## config.mk

```make
export PLATFORM = sky130hd
export DESIGN_NAME = mtsp_mem_cmd_arbiter
export DESIGN_NICKNAME = d
export VERILOG_FILES = /design/src/rtl/mtsp_arb_pkg.sv /design/src/rtl/mtsp_rr_pick.sv /design/src/rtl/mtsp_mem_cmd_arbiter.sv
export SDC_FILE = /design/constraint.sdc
export NUM_CORES = 1
export LEC_CHECK = 0
export CAP_MARGIN = 15
export CORE_MARGIN = 2
export CORE_UTILIZATION = 42
export DETAILED_ROUTE_END_ITERATION = 10
export PLACE_DENSITY = 0.92
export SLEW_MARGIN = 20
export SYNTH_ARGS = -nofsm -noshare
export SYNTH_HDL_FRONTEND = slang
export SYNTH_HIERARCHICAL = 1
export SYNTH_SLANG_ARGS = --single-unit
```

## constraint.sdc

```tcl
create_clock -name CLK -period 3.31 [get_ports CLK]
set_input_delay 0.662 -clock CLK [delete_from_list [all_inputs] [get_ports CLK]]
set_output_delay 0.662 -clock CLK [all_outputs]
set_load 0.03 [all_outputs]
```

## src/rtl/mtsp_arb_pkg.sv

```systemverilog
// Shared types for the MTSP memory-command arbiters: FSM states, owner width
// for the default requester count, and the inter-bus command descriptor.
package mtsp_arb_pkg;

  typedef enum logic [1:0] {
    IDLE   = 2'd0,
    ISSUE  = 2'd1,
    WAIT   = 2'd2,
    FINISH = 2'd3
  } arb_state_t;

  localparam int NUM_REQ_DEF = 4;
  localparam int OWNER_W     = $clog2(NUM_REQ_DEF);

  // Index width of the inter-bus memory command descriptor.
  localparam int CMD_IDX_W   = 12;

  typedef struct packed {
    logic                 we;
    logic [CMD_IDX_W-1:0] index;
    logic [7:0]           size;
    logic                 cache_only;
  } mtsp_cmd_t;

endpackage

```

## src/rtl/mtsp_rr_pick.sv

```systemverilog
// Combinational round-robin picker: first set request at or above ptr,
// wrapping to bit 0. Returns a one-hot grant, the winner id and a valid flag.
module mtsp_rr_pick #(
  parameter int N    = 4,
  parameter int ID_W = 2
) (
  input  logic [N-1:0]    req,
  input  logic [ID_W-1:0] ptr,
  output logic [N-1:0]    gnt,
  output logic [ID_W-1:0] id,
  output logic            valid
);

  // Pass 0 scans ptr..N-1, pass 1 scans 0..ptr-1; first hit wins.
  always_comb begin
    gnt   = '0;
    id    = '0;
    valid = 1'b0;
    for (int pass = 0; pass < 2; pass++) begin
      for (int j = 0; j < N; j++) begin
        if (!valid && req[j] && ((pass == 0) == (j >= int'(ptr)))) begin
          valid  = 1'b1;
          gnt[j] = 1'b1;
          id     = ID_W'(j);
        end
      end
    end
  end

endmodule

```

## src/rtl/mtsp_mem_cmd_arbiter.sv

```systemverilog
// Round-robin arbiter/sequencer in front of the MTSP inter-bus memory command
// descriptor. One command outstanding at a time; tracks MEM_BUSY until the
// transfer drains and reports per-requester GRANT / DONE / ERR pulses.
module mtsp_mem_cmd_arbiter
  import mtsp_arb_pkg::*;
#(
  parameter int NUM_REQ = 4,
  parameter int IDX_W   = CMD_IDX_W,
  parameter int TIMEOUT = 1024
) (
  input  logic                         CLK,
  input  logic                         RST,
  input  logic [NUM_REQ-1:0]           REQ,
  input  logic [NUM_REQ-1:0]           REQ_WE,
  input  logic [NUM_REQ*IDX_W-1:0]     REQ_INDEX,
  input  logic [NUM_REQ*8-1:0]         REQ_SIZE,
  input  logic [NUM_REQ-1:0]           REQ_CACHE_ONLY,
  output logic [NUM_REQ-1:0]           GRANT,
  output logic [NUM_REQ-1:0]           DONE,
  output logic [NUM_REQ-1:0]           ERR,
  output logic                         CMD_REQ,
  output logic                         CMD_WE,
  output logic [IDX_W-1:0]             CMD_INDEX,
  output logic [7:0]                   CMD_SIZE,
  output logic                         CMD_CACHE_ONLY,
  input  logic                         MEM_BUSY,
  output logic [$clog2(NUM_REQ)-1:0]   OWNER,
  output logic                         ACTIVE
);

  localparam int OWN_W = $clog2(NUM_REQ);
  localparam int WD_W  = (TIMEOUT > 1) ? $clog2(TIMEOUT) : 1;
  localparam bit WD_EN = (TIMEOUT != 0);
  localparam logic [WD_W-1:0] WD_LAST = (TIMEOUT > 0) ? WD_W'(TIMEOUT - 1) : '0;

  arb_state_t         state_p0;
  logic [OWN_W-1:0]   ptr_p0;
  logic [WD_W-1:0]    wd_p0;
  logic [NUM_REQ-1:0] own_vec_p0;
  logic               zero_p0;
  mtsp_cmd_t          cmd_p0;

  logic [NUM_REQ-1:0] pick_gnt;
  logic [OWN_W-1:0]   pick_id;
  logic               pick_valid;
  mtsp_cmd_t          win_cmd;

  mtsp_rr_pick #(
    .N    (NUM_REQ),
    .ID_W (OWN_W)
  ) u_pick (
    .req   (REQ),
    .ptr   (ptr_p0),
    .gnt   (pick_gnt),
    .id    (pick_id),
    .valid (pick_valid)
  );

  // Mux the winning requester's descriptor fields (one-hot AND-OR select).
  always_comb begin
    win_cmd = '0;
    for (int i = 0; i < NUM_REQ; i++) begin
      if (pick_gnt[i]) begin
        win_cmd.we         = REQ_WE[i];
        win_cmd.index      = CMD_IDX_W'(REQ_INDEX[i*IDX_W +: IDX_W]);
        win_cmd.size       = REQ_SIZE[i*8 +: 8];
        win_cmd.cache_only = REQ_CACHE_ONLY[i];
      end
    end
  end

  assign CMD_WE         = cmd_p0.we;
  assign CMD_INDEX      = IDX_W'(cmd_p0.index);
  assign CMD_SIZE       = cmd_p0.size;
  assign CMD_CACHE_ONLY = cmd_p0.cache_only;

  // Arbitration FSM; every output is a register updated on the transition.
  always_ff @(posedge CLK or posedge RST) begin
    if (RST) begin
      state_p0   <= IDLE;
      ptr_p0     <= '0;
      wd_p0      <= '0;
      own_vec_p0 <= '0;
      zero_p0    <= 1'b0;
      cmd_p0     <= '0;
      GRANT      <= '0;
      DONE       <= '0;
      ERR        <= '0;
      CMD_REQ    <= 1'b0;
      OWNER      <= '0;
      ACTIVE     <= 1'b0;
    end else begin
      GRANT   <= '0;
      DONE    <= '0;
      ERR     <= '0;
      CMD_REQ <= 1'b0;
      case (state_p0)
        IDLE: begin
          // Foreign or stale inter-bus activity blocks issue until it clears.
          if (pick_valid && !MEM_BUSY) begin
            GRANT      <= pick_gnt;
            OWNER      <= pick_id;
            own_vec_p0 <= pick_gnt;
            cmd_p0     <= win_cmd;
            wd_p0      <= '0;
            ACTIVE     <= 1'b1;
            if (win_cmd.size == 8'd0) begin
              // Nothing to move: skip the descriptor, complete from FINISH.
              zero_p0  <= 1'b1;
              state_p0 <= FINISH;
            end else begin
              zero_p0  <= 1'b0;
              CMD_REQ  <= 1'b1;
              state_p0 <= ISSUE;
            end
          end
        end
        ISSUE: begin
          state_p0 <= WAIT;
        end
        WAIT: begin
          // MEM_BUSY is registered upstream, so it is already high here.
          if (!MEM_BUSY) begin
            DONE     <= own_vec_p0;
            state_p0 <= FINISH;
          end else if (WD_EN && (wd_p0 == WD_LAST)) begin
            ERR      <= own_vec_p0;
            state_p0 <= FINISH;
          end else begin
            wd_p0 <= wd_p0 + WD_W'(1);
          end
        end
        FINISH: begin
          if (zero_p0) begin
            DONE <= own_vec_p0;
          end
          zero_p0  <= 1'b0;
          ptr_p0   <= (OWNER == OWN_W'(NUM_REQ - 1)) ? '0 : OWNER + OWN_W'(1);
          ACTIVE   <= 1'b0;
          state_p0 <= IDLE;
        end
        default: begin
          state_p0 <= IDLE;
        end
      endcase
    end
  end

endmodule

```

==> reports/qor.txt, run 1 <==
outcome: finished clean
Slew Limit Fails: 0
# resized after CTS: 0
post-synthesis cell type count: 48
Clock transition at path regs: 0.06 ns
beginning of the worst hold path: CMD_INDEX[6]
Worst Path Arrival: 3.43 ns
Setup crit start kind: input pin
Post-Route WL: 8970 um
Final setup viols: 0
critical setup path kind: in -> reg
RR Startpoint: ptr_p0[1]
CTS tree: yes
slew margin rel.: 57.8%
min cycle time layout: 3.18 ns
die area: 7940 sq um
share of synthesized registers carrying an async set or reset: 100%
Root Driver: clkbuf_8
Skew-Pair Late Insertion Delay: 0.34 ns
Hold Path Class: reg -> reg
critical-path cell list: clkdlybuf4s50_1 -> nor2_1 -> o21bai_1 -> a21boi_1 -> or2_0 -> a221oi_1 -> o22ai_1 -> or4_4 -> o31ai_2
Post-synth EDFFs: 0
RSZ-0062 raised after global routing: no
number of remaining DRC errors: 0
row count: 31
starting density of the core: 42.6%
Min-Delay Endpoint: CMD_INDEX[6]
Synth warnings: 6
Sum Neg Setup Slack: 0 ns
fin crit share: 96.2%
initial antenna violation count: 0
Post-CTS Setup Inserts: 0
Post-DRT Antenna Nets: 0
Leak Pwr: 0.00197 uW
Die Width: 89.1 um
TritonCTS Sinks: 57
HPWL after detailed placement: 6800 um
Fill cells: 561
Max Cap Viol: 0
sequential area share after synthesis: 46.9%
Max stage delay on crit path: 0.62 ns
H-Tree Depth: 3
slowest CP cell: clkdlybuf4s50_1
Via Count: 3099
Hold Violations, Final: 0
power per cell area: 771 nW/um^2
layout cells sized above 1: 9.35%
number of global-route vias before repair: 2861
Post-Syn Area per Cell: 9.30 sq um
mapped cell area: 3040 sq um
clk buf depth: 2
Synth top cells by count: 57 x dfrtp_1, 30 x nor2_1, 27 x nand2_1, 24 x a21oi_1, 22 x nor3_1
CP Data Required Time: 3.56 ns
share of Yosys cell area claimed by the top area cell type: 46.9%
Max Freq: 314 MHz
Register-to-Register Path Depth: 8
core area: 7140 sq um
first-pass GRT wire length: 13600 um
critical path endpoint category: register
ANT cells: 0
largest cells by area after synthesis: dfrtp_1 47%, a221oi_1 4.6%, a21oi_1 3.9%
io pins: 133
worst flop-to-flop path endpoint: zero_p0
Worst Skew: 0.0112 ns
global route total overflow: 0
Hold Path Depth: 2
nets: 555
CTS buffer count: 9
DRT iter0 DRCs: 151
Post-CTS Hold Fix Bufs: 0
crit path max fanout: 9
GRT Resource Usage Total: 22.5%
most common cell in the netlist: dfrtp_1
ys flop type: dfrtp_1
gp weighted congestion: 0.941
WL/cell: 16.0 um
drt pass-1 iters: 5
Worst Max-Slew Pin Slew: 0.632 ns
flop2flop setup slack: 0.38 ns
flops & latches, synth: 57
largest net degree at the start of global routing: 32
largest area contributor in the netlist: dfrtp_1
Die Y: 89.1 um
Post-Syn Nets: 427
Mapped Cells: 327
area growth from synthesis to layout: 54.7%
Max IR drop VDD: 0.430 mV
Final Total Pwr: 3630 uW
Final Core Density: 65.9%
Vias/cell: 5.54
PortBufs: 132
## cells in the final DEF, fill, tap and decap left out, types with 4 or more instances in the layout
| master | netlist | final |
|---|---|---|
| o21ai_0 | 4 | 4 |
| buf_4 | 0 | 6 |
| dfrtp_1 | 57 | 57 |
| xnor2_1 | 5 | 5 |
| a221oi_1 | 16 | 16 |
| a21oi_1 | 24 | 24 |
| inv_1 | 11 | 10 |
| clkbuf_8 | 0 | 10 |
| nor2_1 | 30 | 30 |
| o22ai_1 | 13 | 13 |
| a21o_1 | 5 | 5 |
| and3_1 | 4 | 4 |
| nor3_1 | 22 | 22 |
| nor2b_1 | 5 | 5 |
| inv_2 | 3 | 4 |
| nand3_1 | 7 | 6 |
| a221oi_2 | 6 | 6 |
| ha_1 | 5 | 5 |
| o21ai_1 | 18 | 18 |
| o31ai_1 | 9 | 9 |
| clkdlybuf4s50_1 | 0 | 132 |
| nand2_1 | 27 | 27 |
## state kept, by name, indices dropped and copies added, names as in the netlist
register and flops:
ACTIVE 1, CMD_CACHE_ONLY 1, CMD_INDEX 12, CMD_REQ 1, CMD_SIZE 8, CMD_WE 1
DONE 4, ERR 4, GRANT 4, OWNER 2, own_vec_p0 4, ptr_p0 2
state_p0 2, wd_p0 10, zero_p0 1
## layout make-up
| class | instances | area, sq um | share of cell area [%] |
|---|---|---|---|
| repair buffers | 140 | 1410 | 29.9 |
| well taps | 99 | 124 | 2.63 |
| multi-input cells | 233 | 1450 | 30.9 |
| flip-flops and latches | 57 | 1430 | 30.3 |
| inverters | 14 | 52.6 | 1.12 |
| clock inverters | 6 | 105 | 2.23 |
| clock buffers | 10 | 138 | 2.93 |
## cell families (layout without fill, tap and decap cells)
kind of cell | Yosys count | count (layout) | share of synthesized area, %
compound gates | 111 | 111 | 25.8
simple gates | 107 | 107 | 16.5
flops | 57 | 57 | 46.9
buf+inv | 37 | 170 | 5.51
fa+ha+maj | 5 | 5 | 2.06
xor+xnor | 5 | 5 | 1.44
mux | 5 | 5 | 1.81
## layer usage
layer  vias to the layer above  part of all wire (%)  global-route usage [%]
met5                         -                     0                       0
met4                         0                   1.5                    5.97
met3                        20                   6.5                    6.28
met2                       147                    52                    36.6
met1                      1476                    40                    29.8
li1                       1456                     -                       -
## worst max-delay path by stage
stage                start  endpoint  slack [ns]  cells past startpoint
global route        REQ[1]   zero_p0        0.06                      9
detailed placement  REQ[0]   zero_p0       -0.11                      9
CTS                 REQ[0]   zero_p0        0.21                      9
floorplan           REQ[0]   CMD_REQ        0.60                     11
global placement    REQ[0]   CMD_REQ        0.05                      8
finish              REQ[0]   zero_p0        0.13                      9
## power by group
part | internal [uW] | switching [uW]
registers | 900 | 152
logic | 756 | 1020
clock network | 516 | 279
total | 2170 | 1450
## worst max-delay path, delay by kind of cell
family,cells,cell delay [ns]
buffers and inverters,1,0.62
and+or+nand+nor,3,1.03
AOI/OAI and AO/OA,5,1.12
## per-stage QoR
| stage | area (sq um) | hold slack (ns) | instances | setup slack, ns |
|---|---|---|---|---|
| floorplan | 3040 | 0.456 | 327 | 0.600 |
| global placement | 4460 | 0.467 | 543 | 0.0520 |
| detailed placement | 4460 | 0.474 | 543 | -0.115 |
| CTS | 4700 | 0.488 | 559 | 0.213 |
| global route | 4700 | 0.511 | 559 | 0.0584 |
| finish | 4700 | 0.485 | 559 | 0.127 |
(Power assumes the default switching activity.)
==> run 2, diff against run 1 <==
Settings changed: GPL_TIMING_DRIVEN set to 0, SLEW_MARGIN 20 to not set.
==> run 2 against run 1 <==
Net effect: final cell count increased by 2.3%; power is 5.0% lower; global-route usage is 0.70 points higher; sequential share of layout area rose by 0.30 points.
==> reports/qor.txt, run 2 (synthesis results as in run 1) <==
Vias/cell: 5.48
gp weighted congestion: 0.843
H-Tree Depth: 3
Via Count: 3136
CTS buffer count: 9
RSZ-0062 raised after global routing: no
Worst Skew: 0.0107 ns
Slew Limit Fails: 0
die area: 7940 sq um
Worst Path Arrival: 3.27 ns
core area: 7140 sq um
Post-CTS Setup Inserts: 0
Final Cell Area: 4660 sq um
number of remaining DRC errors: 0
Max Freq: 325 MHz
largest net degree at the start of global routing: 38
outcome: finished clean
clk buf depth: 2
fin crit share: 92.9%
DRT iter0 DRCs: 207
most frequent cells in the layout: 129 x clkdlybuf4s50_1, 57 x dfrtp_1, 30 x nor2_1
Hold Violations, Final: 0
CP top delay family: simple AND/OR/NAND/NOR gates
Max IR drop VDD: 0.376 mV
Final Total Pwr: 3450 uW
Hold Path Depth: 2
crit path max fanout: 8
starting density of the core: 42.6%
hold slack: 0.482 ns
# resized after CTS: 0
layout cells sized above 1: 9.09%
Setup crit start kind: input pin
Hold Path Class: reg -> reg
WL/cell: 16.1 um
Max stage delay on crit path: 0.58 ns
Final Core Density: 65.3%
TritonCTS Sinks: 57
io pins: 133
area growth from synthesis to layout: 53.1%
CP Data Required Time: 3.51 ns
Die Width: 89.1 um
number of global-route vias before repair: 3079
max reg flops: 12
commonest non-fill, non-tap cell in the layout: clkdlybuf4s50_1
HPWL after detailed placement: 7350 um
slew margin rel.: 62.1%
Register-to-Register Path Depth: 11
ANT cells: 0
CP Buf/Inv Count: 3
min cycle time layout: 3.07 ns
Post-Route WL: 9210 um
first-pass GRT wire length: 14100 um
Clock transition at path regs: 0.07 ns
Skew-Pair Late Insertion Delay: 0.34 ns
Worst Max-Slew Pin Slew: 0.560 ns
Max Cap Viol: 0
drt pass-1 iters: 5
global route total overflow: 0
Die Y: 89.1 um
CP Depth: 11
fin worst setup slack: 0.235 ns
critical-path cell list: clkdlybuf4s50_1 -> nor2_1 -> o21bai_1 -> a21boi_0 -> buf_6 -> or2_0 -> buf_2 -> a221oi_2 -> o22ai_1 -> or4_4 -> nor2b_1
row count: 31
slowest CP cell: clkdlybuf4s50_1
power per cell area: 740 nW/um^2
Post-CTS Hold Fix Bufs: 0
placed inst area: 4480 sq um
PortBufs: 129
Post-DRT Antenna Nets: 0
critical path endpoint category: register
initial antenna violation count: 0
Leak Pwr: 0.00194 uW
CTS tree: yes
GRT Resource Usage Total: 23.2%
Root Driver: clkbuf_8
Final setup viols: 0
critical setup path kind: in -> reg
Place WS: -0.0914 ns
nets: 568
==> run 2: cell count changes in the layout (fill, tap and decap cells not counted), moves of 2 or more <==
cell and change:
clkbuf_2 +2, buf_6 +3, clkdlybuf4s50_1 -3, clkbuf_1 +15, buf_2 +3, clkinvlp_4 +2, bufinv_16 -3, buf_4 -6
==> run 2: final cells by class <==
class,count,area [sq um]
fill,578,2480
multi-input combinational,233,1450
sequential,57,1430
timing repair buffer,130,1310
clock buffer,11,151
tap,99,124
buffer,23,115
inverter,14,52.6
clock inverter,5,30.0
==> run 2: power by group <==
part,switching (uW),internal [uW]
logic,1060,761
registers,136,900
clock network,278,308
==> run 2: metal layers <==
metal	track usage (%)	vias up	part of all wire, %
li1	-	1489	-
met1	28.3	1480	41
met2	39.3	146	51
met3	5.91	21	6.2
met4	9.36	0	1.9
met5	0	-	0
==> run 2: final timing paths <==
check / start / end / slack (ns)
hold reg to reg: CMD_SIZE[7] / CMD_SIZE[7] / 0.48
max in group asynchronous: RST / wd_p0[4] / 2.09
setup reg to reg: ptr_p0[1] / CMD_REQ / 0.50
min in group asynchronous: RST / CMD_INDEX[7] / 0.67
hold / removal: CMD_SIZE[7] / CMD_SIZE[7] / 0.48
setup / recovery: REQ[3] / CMD_REQ / 0.24
==> run 2: worst reg2reg max path, cell delays in order (launching register included) <==
cell and delay, ns:
dfrtp_1 0.41, buf_6 0.16, and2b_2 0.22, o21bai_1 0.11
a21boi_0 0.11, buf_6 0.15, or2_0 0.21, buf_2 0.19
a221oi_2 0.23, o22ai_1 0.14, or4_4 0.58, nor2b_1 0.16
==> run 2: metrics by stage <==
step | setup TNS [ns] | instances
global placement | -0.0226 | 555
floorplan | 0 | 327
detailed placement | -0.162 | 556
CTS | 0 | 572
finish | 0 | 572
global route | 0 | 572
==> run 3, diff against run 2 <==
Settings changed: RECOVER_POWER set to 50, SKIP_LAST_GASP set to 1.
==> run 3 against run 2 <==
Net effect: final cell count unchanged; global-route usage stayed put; flip-flop and latch count unchanged; sequential share of layout area up 0.099 points; worst setup slack better by 0.0043 ns; via count is 1.3% lower; critical path depth unchanged; hold slack got worse by 0.00077 ns; critical path type unchanged; largest cell class unchanged; largest power group unchanged.
==> reports/qor.txt, run 3 (synthesis results as in run 1) <==
global route total overflow: 0
outcome: finished clean
Via Count: 3096
Worst Max-Slew Pin Slew: 0.851 ns
clk buf depth: 2
nets: 568
Min-Delay Endpoint: CMD_SIZE[7]
Clock transition at path regs: 0.07 ns
Max IR drop VDD: 0.375 mV
flop2flop setup slack: 0.50 ns
number of remaining DRC errors: 0
placed inst area: 4480 sq um
die area: 7940 sq um
beginning of the worst hold path: CMD_SIZE[7]
Die Y: 89.1 um
Hold Path Class: reg -> reg
ANT cells: 0
Root Driver: clkbuf_8
PortBufs: 129
Final setup viols: 0
Post-Route WL: 9150 um
min cycle time layout: 3.07 ns
drt pass-1 iters: 5
CP Data Required Time: 3.51 ns
largest net degree at the start of global routing: 38
area growth from synthesis to layout: 52.7%
io pins: 133
Die Width: 89.1 um
Hold Violations, Final: 0
Post-DRT Antenna Nets: 0
critical path endpoint category: register
# resized after CTS: 0
TritonCTS Sinks: 57
Worst Skew: 0.00981 ns
RR Startpoint: ptr_p0[1]
GRT Resource Usage Total: 23.2%
Max Freq: 326 MHz
Final Cell Area: 4640 sq um
Hold Path Depth: 2
Vias/cell: 5.41
power per cell area: 739 nW/um^2
CTS tree: yes
Setup crit start kind: input pin
Worst Path Arrival: 3.27 ns
Slew Limit Fails: 0
HPWL after detailed placement: 7350 um
Post-CTS Setup Inserts: 0
slew margin rel.: 43.3%
Register-to-Register Path Depth: 11
starting density of the core: 42.6%
DRT iter0 DRCs: 219
layout cells sized above 1: 8.67%
WL/cell: 16.0 um
RSZ-0062 raised after global routing: no
number of global-route vias before repair: 3079
Post-CTS Hold Fix Bufs: 0
first-pass GRT wire length: 14100 um
gp weighted congestion: 0.843
most frequent cells in the layout: 120 x clkdlybuf4s50_1, 57 x dfrtp_1, 30 x nor2_1
max reg flops: 12
CTS buffer count: 9
Final Total Pwr: 3430 uW
critical setup path kind: in -> reg
fin crit share: 92.8%
H-Tree Depth: 3
Critical Path Source: REQ[3]
row count: 31
crit path max fanout: 8
initial antenna violation count: 0
Skew-Pair Late Insertion Delay: 0.33 ns
Leak Pwr: 0.00196 uW
core area: 7140 sq um
worst flop-to-flop path endpoint: CMD_REQ
commonest non-fill, non-tap cell in the layout: clkdlybuf4s50_1
Max Cap Viol: 0
-- run 3: changes by cell type in the layout (fill, tap and decap cells not counted) --
cell	before	now
inv_2	4	2
inv_1	10	12
dlygate4sd3_1	0	9
clkbuf_2	2	3
buf_12	1	0
clkdlybuf4s50_1	129	120
-- run 3: layer usage --
metal | part of all wire (%) | GRT usage, %
met2 | 52 | 39.3
met1 | 41 | 28.3
met3 | 5.7 | 5.91
met5 | 0 | 0
met4 | 1.8 | 9.36
-- run 3: metrics by stage --
step | util [%] | setup slack, ns | cells | hold WS [ns] | TNS [ns]
floorplan | - | 0.600 | 327 | 0.456 | 0
global placement | 62.4 | -0.0226 | 555 | 0.458 | -0.0226
detailed placement | 62.7 | -0.0914 | 556 | 0.469 | -0.162
CTS | 65.3 | 0.259 | 572 | 0.484 | 0
global route | 65.1 | 0.0967 | 572 | 0.501 | 0
finish | 65.1 | 0.239 | 572 | 0.481 | 0
-- run 3: where the power goes --
part	switching, uW	leakage [uW]	total, uW	internal [uW]
clock	274	0.0000911	582	308
sequential	135	0.000748	1030	900
combinational	1060	0.00112	1820	757
total	1470	0.00196	3430	1960
-- run 3: area by class of cell --
cell class / count / area, sq um
fill: 580 / 2490
buffer: 23 / 115
timing repair buffer: 130 / 1300
tap: 99 / 124
clock inverter: 5 / 30.0
sequential: 57 / 1430
multi-input combinational: 233 / 1450
inverter: 14 / 52.6
clock buffer: 11 / 151
-- run 3: how the worst max path moves through the flow --
| stage | slack (ns) | to | cells after the start |
|---|---|---|---|
| 2_1_floorplan | 0.60 | CMD_REQ | 11 |
| 3_3_place_gp | -0.02 | CMD_REQ | 11 |
| 3_5_place_dp | -0.09 | CMD_REQ | 11 |
| 4_1_cts | 0.26 | CMD_REQ | 11 |
| 5_1_grt | 0.1 | CMD_INDEX[11] | 9 |
| 6_report | 0.24 | CMD_REQ | 11 |
-- run 3: worst max-delay path, stage by stage --
cell and delay, ns:
clkdlybuf4s50_1 0.58, nor2_1 0.11, o21bai_1 0.14, a21boi_0 0.11, buf_6 0.15, or2_0 0.21, buf_2 0.19, a221oi_2 0.23
o22ai_1 0.14, or4_4 0.58, nor2b_1 0.16
